**config.mk**
```make
export PLATFORM = sky130hd
export DESIGN_NAME = gpio_cfg_serializer
export DESIGN_NICKNAME = d
export VERILOG_FILES = /design/src/rtl/gpio_cfg_pkg.sv /design/src/rtl/gpio_cfg_clkdiv.sv /design/src/rtl/gpio_cfg_serializer.sv
export SDC_FILE = /design/constraint.sdc
export NUM_CORES = 1
export LEC_CHECK = 0
export BUFFER_PORTS_ARGS = -buffer_cell sky130_fd_sc_hd__clkbuf_2
export CAP_MARGIN = 10
export CELL_PAD_IN_SITES_DETAIL_PLACEMENT = 1
export CELL_PAD_IN_SITES_GLOBAL_PLACEMENT = 1
export CORE_ASPECT_RATIO = 1.2
export CORE_UTILIZATION = 32
export CTS_CLUSTER_DIAMETER = 30
export DETAILED_ROUTE_END_ITERATION = 10
export HOLD_SLACK_MARGIN = 0.05
export PLACE_DENSITY = 0.71
export SETUP_SLACK_MARGIN = 0.3
export SYNTH_ARGS = -nofsm -noshare
export SYNTH_HDL_FRONTEND = slang
export SYNTH_SLANG_ARGS = --single-unit
```
**constraint.sdc**
```tcl
create_clock -name wb_clk_i -period 7.75 [get_ports wb_clk_i]
set_input_delay 0.775 -clock wb_clk_i [delete_from_list [all_inputs] [get_ports wb_clk_i]]
set_output_delay 0.775 -clock wb_clk_i [all_outputs]
set_load 0.05 [all_outputs]
```
**src/rtl/gpio_cfg_pkg.sv**
```systemverilog
// rtl/gpio_cfg_pkg.sv - shared states and defaults for the gpio config serializer
package gpio_cfg_pkg;

  localparam int PADS_PER_CHAIN_DEFAULT = 19;
  localparam int CFG_BITS_DEFAULT       = 13;

  // Power-on management-standard output configuration for one pad
  localparam logic [12:0] MGMT_STD_OUTPUT = 13'h1809;

  typedef enum logic [2:0] {
    IDLE,
    CRST,
    FETCH,
    SLO,
    SHI,
    LOAD
  } state_t;

endpackage

```
**src/rtl/gpio_cfg_clkdiv.sv**
```systemverilog
// rtl/gpio_cfg_clkdiv.sv - half-period tick generator with restart
module gpio_cfg_clkdiv #(
  parameter int CLK_DIV = 2
) (
  input  logic clk,
  input  logic rst,
  input  logic restart,
  output logic tick
);

  localparam int CW = (CLK_DIV > 1) ? $clog2(CLK_DIV) : 1;

  logic [CW-1:0] cnt;

  // tick marks the last cycle of a half period
  assign tick = (cnt == CW'(CLK_DIV - 1));

  // free-running count, realigned whenever the FSM changes state
  always_ff @(posedge clk) begin
    if (rst || restart || tick) cnt <= '0;
    else                        cnt <= cnt + 1'b1;
  end

endmodule

```
**src/rtl/gpio_cfg_serializer.sv**
```systemverilog
// rtl/gpio_cfg_serializer.sv - shifts per-pad config words into both gpio chains, optional GPIO_CFG_BITBANG_EN
module gpio_cfg_serializer
  import gpio_cfg_pkg::*;
#(
  parameter int PADS_PER_CHAIN = PADS_PER_CHAIN_DEFAULT,
  parameter int CFG_BITS       = CFG_BITS_DEFAULT,
  parameter int CLK_DIV        = 2,
  parameter int RST_CYCLES     = 4
) (
  input  logic                wb_clk_i,
  input  logic                wb_rst_i,
  input  logic                xfer_start,
  output logic                xfer_busy,
  output logic                xfer_done,
  output logic [4:0]          cfg_rd_idx,
  output logic                cfg_rd_en,
  input  logic [CFG_BITS-1:0] cfg_rd_data_1,
  input  logic [CFG_BITS-1:0] cfg_rd_data_2,
  output logic                serial_clock,
  output logic                serial_load,
  output logic                serial_resetn,
  output logic                serial_data_1,
  output logic                serial_data_2
`ifdef GPIO_CFG_BITBANG_EN
  ,
  input  logic                bitbang_en,
  input  logic [4:0]          bitbang_bits
`endif
);

  localparam int WW = (PADS_PER_CHAIN > 1) ? $clog2(PADS_PER_CHAIN) : 1;
  localparam int BW = (CFG_BITS > 1) ? $clog2(CFG_BITS) : 1;
  localparam int RW = (RST_CYCLES > 1) ? $clog2(RST_CYCLES) : 1;

  state_t              state, state_nxt;
  logic [WW-1:0]       w, w_nxt;
  logic [BW-1:0]       b, b_nxt;
  logic [RW-1:0]       rcnt, rcnt_nxt;
  logic                ph, ph_nxt;          // FETCH: read/capture, LOAD: low/pulse
  logic [CFG_BITS-1:0] sreg_1, sreg_1_nxt, sreg_2, sreg_2_nxt;
  logic                busy_nxt, done_nxt, rd_en_nxt;
  logic [4:0]          idx_nxt;
  logic                clock_nxt, load_nxt, resetn_nxt, data_1_nxt, data_2_nxt;
  logic                tick, restart;

  // every state change restarts the half-period timer
  assign restart = (state_nxt != state);

  gpio_cfg_clkdiv #(.CLK_DIV(CLK_DIV)) u_clkdiv (
    .clk     (wb_clk_i),
    .rst     (wb_rst_i),
    .restart (restart),
    .tick    (tick)
  );

  // next state and next value of every registered output
  always_comb begin
    state_nxt  = state;
    w_nxt      = w;
    b_nxt      = b;
    rcnt_nxt   = rcnt;
    ph_nxt     = ph;
    sreg_1_nxt = sreg_1;
    sreg_2_nxt = sreg_2;
    busy_nxt   = xfer_busy;
    done_nxt   = 1'b0;
    case (state)
      IDLE: if (xfer_start) begin
        state_nxt = CRST;
        busy_nxt  = 1'b1;
        rcnt_nxt  = '0;
      end
      CRST: if (rcnt == RW'(RST_CYCLES - 1)) begin
        state_nxt = FETCH;
        w_nxt     = WW'(PADS_PER_CHAIN - 1);
        ph_nxt    = 1'b0;
      end else begin
        rcnt_nxt = rcnt + 1'b1;
      end
      FETCH: if (!ph) begin
        ph_nxt = 1'b1;
      end else begin
        sreg_1_nxt = cfg_rd_data_1;
        sreg_2_nxt = cfg_rd_data_2;
        b_nxt      = BW'(CFG_BITS - 1);
        state_nxt  = SLO;
      end
      SLO: if (tick) state_nxt = SHI;
      SHI: if (tick) begin
        if (b != '0) begin
          b_nxt     = b - 1'b1;
          state_nxt = SLO;
        end else if (w != '0) begin
          w_nxt     = w - 1'b1;
          ph_nxt    = 1'b0;
          state_nxt = FETCH;
        end else begin
          ph_nxt    = 1'b0;
          state_nxt = LOAD;
        end
      end
      LOAD: if (tick) begin
        if (!ph) begin
          ph_nxt = 1'b1;
        end else begin
          state_nxt = IDLE;
          busy_nxt  = 1'b0;
          done_nxt  = 1'b1;
        end
      end
      default: state_nxt = IDLE;
    endcase

    // outputs follow the state being entered so they line up with it
    clock_nxt  = (state_nxt == SHI);
    load_nxt   = (state_nxt == LOAD) && ph_nxt;
    resetn_nxt = (state_nxt != CRST);
    rd_en_nxt  = (state_nxt == FETCH) && !ph_nxt;
    idx_nxt    = rd_en_nxt ? 5'(w_nxt) : cfg_rd_idx;
    data_1_nxt = (state_nxt == SLO) ? sreg_1_nxt[b_nxt] : serial_data_1;
    data_2_nxt = (state_nxt == SLO) ? sreg_2_nxt[b_nxt] : serial_data_2;

`ifdef GPIO_CFG_BITBANG_EN
    // software bit-bang owns the pads and aborts any transfer in flight
    if (bitbang_en) begin
      state_nxt  = IDLE;
      busy_nxt   = 1'b0;
      done_nxt   = 1'b0;
      rd_en_nxt  = 1'b0;
      data_2_nxt = bitbang_bits[4];
      data_1_nxt = bitbang_bits[3];
      clock_nxt  = bitbang_bits[2];
      load_nxt   = bitbang_bits[1];
      resetn_nxt = bitbang_bits[0];
    end
`endif
  end

  // state, counters and registered outputs
  always_ff @(posedge wb_clk_i) begin
    if (wb_rst_i) begin
      state         <= IDLE;
      w             <= '0;
      b             <= '0;
      rcnt          <= '0;
      ph            <= 1'b0;
      sreg_1        <= '0;
      sreg_2        <= '0;
      xfer_busy     <= 1'b0;
      xfer_done     <= 1'b0;
      cfg_rd_en     <= 1'b0;
      cfg_rd_idx    <= '0;
      serial_clock  <= 1'b0;
      serial_load   <= 1'b0;
      serial_resetn <= 1'b1;
      serial_data_1 <= 1'b0;
      serial_data_2 <= 1'b0;
    end else begin
      state         <= state_nxt;
      w             <= w_nxt;
      b             <= b_nxt;
      rcnt          <= rcnt_nxt;
      ph            <= ph_nxt;
      sreg_1        <= sreg_1_nxt;
      sreg_2        <= sreg_2_nxt;
      xfer_busy     <= busy_nxt;
      xfer_done     <= done_nxt;
      cfg_rd_en     <= rd_en_nxt;
      cfg_rd_idx    <= idx_nxt;
      serial_clock  <= clock_nxt;
      serial_load   <= load_nxt;
      serial_resetn <= resetn_nxt;
      serial_data_1 <= data_1_nxt;
      serial_data_2 <= data_2_nxt;
    end
  end

endmodule

```
==> metrics.md <==
| Metric | Value |
|---|---|
| Status | `finished clean` |
| Slew headroom | `35.1%` |
| CTS Buf Count | `5` |
| First-pass GRT wire length | `11200 um` |
| Final wirelength | `6530 um` |
| Drc violations | `0` |
| Core area | `8200 um2` |
| Synth warn | `0` |
| Most used routing layer | `met2` |
| HPWL Detailed | `4760 um` |
| PD cells | `158 nW/um2` |
| Area Growth Syn to Fin | `13.7%` |
| Total Nets Final | `384` |
| CTS hold repair buffers | `0` |
| Num rows | `36` |
| Fin crit period | `2900 ps` |
| Mapped Avg Cell Area | `8.47 um2` |
| Antenna violations before repair | `0` |
| Clock slew at reported path FFs | `110 ps` |
| Worst slew pin tran | `a little under 1000 ps` |
| Sink Count | `55` |
| Number of global-route vias before repair | `around 2400` |
| Max Slew Vio Count | `0` |
| Worst clock skew | `15.1 ps` |
| Setup Fix Bufs, Post-CTS | `0` |
| ANT cells | `0` |
| Max IR drop VDD | `~0.083 mV` |
| Die ar. | `8870 um2` |
| Root buf cell | `clkbuf_8` |
| Largest net degree at the start of global routing | `53` |
| Sequential area share after synthesis | `40.5%` |
| Main synth FF type | `dfxtp_1` |
| Unique masters post-synth | `65` |
| Met2 Use GR | `28.1%` |
| CTS resizes | `0` |
| Sw power | `0.124 mW` |
| RSZ-0062 raised after global routing | `false` |
| Gpl congestion | `0.805` |
| Post-synth top area share | `40.5%` |
| Vias | `2387` |
| Fillers | `between 1000 and 1500` |
| Post-route setup TNS | `0 ps` |
| CP endpoint kind | `flip-flop` |
| Clock buffer depth | `2` |
| Worst path required time | `7970 ps` |
| Max-Cap Viols | `0` |
| WS Path Type | `reg2reg` |
| Power Total | `0.488 mW` |
| CTS tree | `done` |
| Worst Path Arrival | `3130 ps` |
| P_int | `approximately 0.36 mW` |
| CP max FO | `26` |
| Die width | `roughly 86 um` |
| Startpoint types | `flip-flop` |
| #FFs+latches synth | `55` |
| I/O pin cnt | `42` |
| Layout cells sized above 1 | `18.5%` |
| Die Y | `103 um` |
| Comb power frac | `about 6.3%` |
| Sw frac | `25.3%` |
| Fin. Hold Viols | `0` |
| Crit share post-route | `37.4%` |
| Global-route usage over all layers | `15.8%` |
| Clock power share | `34.1%` |
| Starting density of the core | `33.2%` |
| Leak pwr | `1.20 nW` |
| Vias/cell | `5.12` |
| Final setup viols | `0` |
| Mapped Cells | `321` |
| Synthesized area | `2720 um2` |
| Worst hold path type | `reg2reg` |
| Syn nets | `around 350` |
| Reg power frac | `roughly three fifths` |
| Yosys top cell by area | `dfxtp_1` |
| Post-synth ARST share | `0%` |
| GRT Residual Overflow | `0` |
| Met1 GRT Util | `19.1%` |
| Number of H-tree levels | `2` |
| EDFF count, synth | `0` |
| Antenna viol nets, final | `0` |
| Met3 usage | `2.56%` |
| Fmax | `0.345 GHz` |
| Port-buffer cells | `slightly above 40` |
| DRT iter0 DRCs | `89` |
| DR pass1 iterations | `4` |
| Drt wl/cell | `14.0 um` |
| Top post-synthesis cells by area | `dfxtp_1, nand2_1, a21oi_1, mux2i_1, nor2_1` |
| Worst-Skew Late Latency | `320 ps` |
[kinds of logic (layout without fill, tap and decap cells)]
logic type,Yosys count,after routing,share of synthesized area (%)
AND/OR/NAND/NOR,125,125,23.7
buffers and inverters,29,60,4.83
flip-flops,55,55,40.5
adder cells (fa/ha/maj),4,4,1.84
multiplexers,15,15,5.89
XOR/XNOR,2,2,1.33
AO/OA/AOI/OAI,91,91,21.9
[metrics by stage]
stage / setup slack, ps / hold slack, ps / instance area, um2 / utilization [%] / cells
after floorplan: 5250 / 436 / 2720 / - / 321
after detailed placement: 4820 / 450 / 3000 / 36.6 / 458
after global placement: 4950 / 443 / 3000 / 36.6 / 458
final: 4850 / 462 / 3090 / 37.7 / 466
after CTS: 4790 / 465 / 3090 / 37.7 / 466
after global routing: 4550 / 488 / 3090 / 37.7 / 466
[Yosys cell counts (3+ instances only)]
cell type / number
a211oi_1: 5
a21oi_1: 38
a22oi_1: 4
buf_2: 3
buf_4: 3
clkbuf_1: 12
dfxtp_1: 55
ha_1: 4
inv_1: 8
mux2i_1: 13
nand2_1: 52
nand3_1: 4
nor2_1: 33
nor2b_1: 4
nor3_1: 4
o211a_1: 4
o211ai_1: 4
o21ai_0: 9
o221ai_1: 4
or2_1: 3
[routing by layer]
layer  vias to the layer above  part of all wire (%)
li1                       1196                     -
met1                      1138                    45
met2                        40                    50
met3                        13                   2.6
met4                         0                   2.2
met5                         -                     0
[worst max-delay path, cell delays in order (launching register included)]
cell and delay [ps]:
dfxtp_1 560, nor2b_1 260, nand3_1 700, a31oi_1 690
nand2b_1 250, o221ai_1 140, o211a_1 220
[cell type report]
| class | count | area [um2] | area share (%) |
|---|---|---|---|
| clock buffer | 5 | 68.8 | 2.23 |
| clock inverter | 3 | 22.5 | 0.729 |
| inverter | 9 | 33.8 | 1.09 |
| multi-input combinational | 237 | 1500 | 48.6 |
| sequential | 55 | 1100 | 35.6 |
| tap | 114 | 143 | 4.62 |
| timing repair buffer | 43 | 220 | 7.13 |
[power by group through the flow]
stage          sequential [mW]  combinational, mW  clock (mW)
2_1_floorplan            0.296             0.0197           0
3_3_place_gp             0.297             0.0308           0
3_5_place_dp             0.297             0.0314           0
4_1_cts                  0.291             0.0315       0.172
5_1_grt                  0.292             0.0347       0.184
6_report                 0.291             0.0307       0.167
[final timing paths]
path              slack [ps]             to  startpoint  cells after the start
hold reg to reg          460      sreg_1[1]   sreg_1[1]                      2
setup / recovery        4850  serial_data_1    state[0]                      6
hold / removal           460      sreg_1[1]   sreg_1[1]                      2
setup reg to reg        4850  serial_data_1    state[0]                      6
[placed cells by master (no fill, tap or decap), types with 2 or more instances in the layout]
cell	n
dfxtp_1	55
nor2b_1	4
nor4b_1	2
a22oi_1	4
clkbuf_8	5
nand2b_1	2
nand3_1	4
nor3_1	4
o21ai_0	9
mux2i_1	13
a211oi_1	5
nor2_1	33
o2bb2ai_1	2
o311a_1	2
nand2_1	52
o21a_1	2
a21oi_1	38
a31oi_1	2
or2_1	3
inv_6	2
inv_1	8
o22ai_1	2
or3b_1	2
clkbuf_2	41
mux2_4	2
o211a_1	4
o211ai_1	4
buf_4	2
ha_1	4
or3_1	2
o221ai_1	4
[flip-flops by register name (all words and copies together), names as in the netlist, 2 cells and up]
register and flops:
sreg_1 13, sreg_2 13, state 3, w 5, cfg_rd_idx 5, rcnt 2
b 4
No activity file was read; power rests on OpenSTA's default activity.
